## src/rtl/im_boot_loader.sv

```systemverilog
// Instruction-memory port owner: passes CPU fetch addresses through in normal
// operation and, on request, stalls the CPU while a byte stream is packed into IM words.
module im_boot_loader #(
  parameter int ADDR_W = 10,
  parameter int DEPTH  = 1024
) (
  input  logic              clk,
  input  logic              rst,
  input  logic              ld_start,
  input  logic              ld_byte_valid,
  input  logic [7:0]        ld_byte,
  input  logic              ld_last,
  output logic              ld_byte_ready,
  input  logic [ADDR_W-1:0] cpu_addr,
  output logic              cpu_stall,
  output logic [ADDR_W-1:0] im_addr,
  output logic              im_we,
  output logic [31:0]       im_wdata,
  output logic              ld_busy,
  output logic              ld_done,
  output logic [ADDR_W:0]   ld_count,
  output logic [1:0]        dbg_state
);

  typedef enum logic [1:0] {
    S_IDLE   = 2'd0,
    S_FILL   = 2'd1,
    S_COMMIT = 2'd2,
    S_DONE   = 2'd3
  } state_t;

  localparam logic [ADDR_W-1:0] LAST_PTR = ADDR_W'(DEPTH - 1);

  // Byte handshake: a byte transfers on a rising edge where ld_byte_valid and
  // ld_byte_ready are both 1; ready depends only on state, never on valid.
  state_t            state_q, state_d;
  logic [ADDR_W-1:0] ptr_q, ptr_d;
  logic [1:0]        idx_q, idx_d;
  logic [23:0]       asm_q, asm_d;
  logic              last_q, last_d;
  logic [ADDR_W:0]   count_q, count_d;
  logic [31:0]       wdata_q, wdata_d;

  always_ff @(posedge clk) begin
    if (rst) begin
      state_q <= S_IDLE;
      ptr_q   <= '0;
      idx_q   <= '0;
      asm_q   <= '0;
      last_q  <= 1'b0;
      count_q <= '0;
      wdata_q <= '0;
    end else begin
      state_q <= state_d;
      ptr_q   <= ptr_d;
      idx_q   <= idx_d;
      asm_q   <= asm_d;
      last_q  <= last_d;
      count_q <= count_d;
      wdata_q <= wdata_d;
    end
  end

  always_comb begin
    state_d = state_q;
    ptr_d   = ptr_q;
    idx_d   = idx_q;
    asm_d   = asm_q;
    last_d  = last_q;
    count_d = count_q;
    wdata_d = wdata_q;
    case (state_q)
      S_IDLE: begin
        if (ld_start) begin
          state_d = S_FILL;
          ptr_d   = '0;
          idx_d   = '0;
          count_d = '0;
          last_d  = 1'b0;
        end
      end
      S_FILL: begin
        if (ld_byte_valid) begin
          if (idx_q == 2'd3) begin
            // Fourth byte completes the word; ld_last only matters here.
            wdata_d = {asm_q, ld_byte};
            last_d  = ld_last;
            idx_d   = '0;
            state_d = S_COMMIT;
          end else begin
            asm_d = {asm_q[15:0], ld_byte};
            idx_d = idx_q + 2'd1;
          end
        end
      end
      S_COMMIT: begin
        ptr_d   = ptr_q + 1'b1;
        count_d = count_q + 1'b1;
        state_d = (last_q || (ptr_q == LAST_PTR)) ? S_DONE : S_FILL;
      end
      default: state_d = S_IDLE;
    endcase
  end

  always_comb begin
    ld_byte_ready = 1'b0;
    cpu_stall     = 1'b1;
    im_we         = 1'b0;
    im_addr       = ptr_q;
    ld_busy       = 1'b0;
    ld_done       = 1'b0;
    case (state_q)
      S_IDLE: begin
        cpu_stall = 1'b0;
        im_addr   = cpu_addr;
      end
      S_FILL: begin
        ld_byte_ready = 1'b1;
        ld_busy       = 1'b1;
      end
      S_COMMIT: begin
        im_we   = 1'b1;
        ld_busy = 1'b1;
      end
      default: ld_done = 1'b1;
    endcase
  end

  assign im_wdata  = wdata_q;
  assign ld_count  = count_q;
  assign dbg_state = state_q;

endmodule
```

## config.mk

```make
export PLATFORM = sky130hd
export DESIGN_NAME = im_boot_loader
export DESIGN_NICKNAME = d
export VERILOG_FILES = /design/src/rtl/im_boot_loader.sv
export SDC_FILE = /design/constraint.sdc
export NUM_CORES = 1
export LEC_CHECK = 0
export CAP_MARGIN = 30
export CORE_MARGIN = 8
export CORE_UTILIZATION = 35
export DETAILED_ROUTE_END_ITERATION = 16
export DONT_BUFFER_PORTS = 1
export GPL_TIMING_DRIVEN = 1
export HOLD_SLACK_MARGIN = 0.08
export SLEW_MARGIN = 15
export SYNTH_ARGS = -nofsm -noshare
export SYNTH_HDL_FRONTEND = slang
export SYNTH_SLANG_ARGS = --single-unit
```

## constraint.sdc

```tcl
create_clock -name clk -period 5.4 [get_ports clk]
set_clock_uncertainty 0.2 [all_clocks]
set_input_delay 0.54 -clock clk [delete_from_list [all_inputs] [get_ports clk]]
set_output_delay 0.54 -clock clk [all_outputs]
set_load 0.02 [all_outputs]
```

==> results.json <==
{
  "status": "finished, final reports clean",
  "clock_latency_ns": 0.35,
  "r2r_end": "ptr_q[8]$_SDFFE_PP0P_",
  "p_seq_frac": 0.447,
  "synth.most_common_cell": "nand2_1",
  "async_reset_ff_frac": 0,
  "yosysWarningCount": 0,
  "startpoint": "dbg_state[0]$_SDFFE_PP0P_",
  "ys_ff_latch": 82,
  "maxCapViolCount": 0,
  "irDropWorstVdd_v": 0.000195,
  "synth-edff-count": 0,
  "syn-num-nets": 440,
  "io_pins": 83,
  "min-delay-start": "ld_byte[7]",
  "cpPeakStageDelay_ns": 0.66,
  "drive_above_1_share": 0.0786,
  "p_leak_nw": 1.16,
  "fp-row-count": 35,
  "placed_cells": 501,
  "area_growth_pct": 9.58,
  "grt_pass1_wl_um": 12900,
  "clkTransAtPathRegs_ns": 0.10,
  "die_w_um": 113,
  "syn_area_um2": 3300,
  "min_period_ns": 2.96,
  "crit_path_max_fanout": 20,
  "power_switching_uw": 528,
  "cts_setup_buffers": 0,
  "cts_tree": "built",
  "fin_crit_sh": 0.548,
  "clkSinkCount": 82,
  "num_vias": 2661,
  "synth_top_area_frac": 0.497,
  "reg2reg_depth": 6,
  "setup_viol": 0,
  "fin_setup_tns_ns": 0,
  "final_cells": 518,
  "hold_violations": 0,
  "grt.overflow.total": 0,
  "synth_top_cell_by_area": "dfxtp_1",
  "endpoint": "im_addr[4]",
  "worstPathRequired_ns": 4.66,
  "via_per_inst": 5.14,
  "syn_inst": 410,
  "ys.flop_type": "dfxtp_1",
  "r2r_slack_ns": 2.53,
  "grt_max_degree": 67,
  "swShare": 0.353,
  "synth.avg_cell_area_um2": 8.06,
  "core_area_um2": 9200,
  "ant_nets": 0,
  "combPwrFrac": 0.233,
  "antenna_found_initial": 0,
  "worstMarginPinSlew_ns": 0.928,
  "start_util": 0.359,
  "cp.depth": 3,
  "port_buffers": 0,
  "synth_top_family_by_area": "simple AND/OR/NAND/NOR gates",
  "slew_headroom": 0.369,
  "synth_mux_area_frac": 0.0348,
  "grt.total_usage": 0.124,
  "rsz0062_at_grt": "false",
  "synth_seq_area_share": 0.497,
  "cts_buffers": 9,
  "synthTopCellsByArea": "dfxtp_1 50%, nand2_1 14%, a21oi_1 9.7%",
  "dieArea_um2": 12800,
  "hold_class": "input port to flop",
  "gp_congestion": 0.768,
  "whs_path_depth": 2,
  "whs_ns": 0.118,
  "nets": 432,
  "synth_xor_area_frac": 0.0398,
  "fin_util": 0.394,
  "die_y_um": 113,
  "drtIter0Drc": 150,
  "critPathKind": "flop to primary output",
  "dp_hpwl_um": 5460,
  "netlist-cell-type-count": 32,
  "htree_num_levels": 3,
  "synth_fa_ha_area_frac": 0.0265,
  "crit_chain": "inv_1 > ha_1 > o21ai_0",
  "cts_resized": 0,
  "cp-start-kind": "flop",
  "antennaDiodeCount": 0,
  "cts_root_buffer": "clkbuf_8",
  "drt_first_pass_iters": 4,
  "ctsHoldBuffers": 1,
  "fmax_mhz": 338,
  "r2r_start": "dbg_state[0]$_SDFFE_PP0P_",
  "stdcell_area_um2": 3620,
  "drc_errors": 0,
  "netlist_top_cells_count": "123 x nand2_1, 82 x dfxtp_1, 64 x a21oi_1",
  "arrival_ns": 2.22,
  "grt_pass1_vias": 2511,
  "intPower_uw": 966,
  "path_buf_inv": 1,
  "cp_slowest_cell": "o21ai_0",
  "drt_wl_total_um": 7940,
  "power_density_nw_per_um2": 413,
  "slew_viol_final": 0,
  "detailed_place.area_um2": 3380,
  "critPathCaptureType": "primary output",
  "power_frac_clock": 0.320,
  "clk_path_buf_depth": 2,
  "wl_per_cell_um": 15.3,
  "yosys.area_share.simple": 0.235,
  "critPathTopFamily": "compound AO/OA/AOI/OAI gates",
  "synth-compound-area-share": 0.127
}
[flip-flops by register name, summed over array words and instances (netlist names)]
signal / cells
asm_q: 24
ptr_q: 10
idx_q: 2
dbg_state: 2
ld_count: 11
last_q: 1
im_wdata: 32
[cell usage in the layout, fill, tap and decap left out, types with 7 or more instances in the layout]
| cell | netlist | routed |
|---|---|---|
| dfxtp_1 | 82 | 82 |
| ha_1 | 7 | 7 |
| nor2_1 | 25 | 25 |
| nand2_1 | 123 | 123 |
| nor3_1 | 8 | 8 |
| mux2_2 | 9 | 9 |
| clkbuf_8 | 0 | 10 |
| xnor2_1 | 12 | 12 |
| inv_1 | 8 | 8 |
| a21oi_1 | 64 | 64 |
[power by group through the flow]
| stage | Sequential [mW] | Clock [mW] | Combinational, mW |
|---|---|---|---|
| 6_report | 0.668 | 0.479 | 0.348 |
| 4_1_cts | 0.668 | 0.496 | 0.349 |
| 3_3_place_gp | 0.681 | 0 | 0.332 |
| 3_5_place_dp | 0.682 | 0 | 0.337 |
| 2_1_floorplan | 0.674 | 0 | 0.299 |
| 5_1_grt | 0.673 | 0.521 | 0.382 |
[worst register-to-register path: cells and delay by family (launching register included)]
family,cells,cell delay (ns)
muxes,1,0.87
adders and majority gates,1,0.66
DFF,1,0.45
and+or+nand+nor,2,0.22
xor gates and xnor gates,1,0.19
buffers and inverters,1,0.16
[metal layers]
layer / up-vias / global-route usage / routed length (um)
met1: 1231 / 0.142 / 3410
met2: 77 / 0.198 / 3660
met4: 0 / 0.0355 / 53
li1: 1348 / - / -
met5: - / 0 / 0
met3: 5 / 0.0628 / 812
[how the worst min path moves through the flow]
| stage | end | slack [ns] |
|---|---|---|
| floorplan | im_wdata[24]$_SDFFE_PP0P_ | 0.23 |
| global placement | im_wdata[30]$_SDFFE_PP0P_ | 0.24 |
| detailed placement | im_wdata[30]$_SDFFE_PP0P_ | 0.24 |
| CTS | im_wdata[7]$_SDFFE_PP0P_ | 0.1 |
| global route | im_wdata[7]$_SDFFE_PP0P_ | 0.09 |
| finish | im_wdata[7]$_SDFFE_PP0P_ | 0.12 |
[through the flow]
| step | worst slack, ns | power (mW) |
|---|---|---|
| floorplan | 2.90 | 0.973 |
| global placement | 2.62 | 1.01 |
| detailed placement | 2.59 | 1.02 |
| CTS | 2.42 | 1.51 |
| global route | 2.24 | 1.58 |
| finish | 2.44 | 1.49 |
[cells by family (layout without fill, tap and decap cells)]
group	count (synthesis)	count (layout)
multiplexers	10	10
flip-flops	82	82
AO/OA/AOI/OAI	79	79
XOR/XNOR	15	15
buffers and inverters	32	29
AND/OR/NAND/NOR	185	185
adder cells (fa/ha/maj)	7	7
[layout make-up]
cell class	count	area (um^2)
Multi-Input combinational cell	296	1530
Clock buffer	10	138
Clock inverter	6	77.6
Timing Repair Buffer	5	65.1
Tap cell	111	139
Inverter	8	30.0
Fill cell	945	5580
Sequential cell	82	1640
Note: power is estimated with default switching activity, not from simulation.
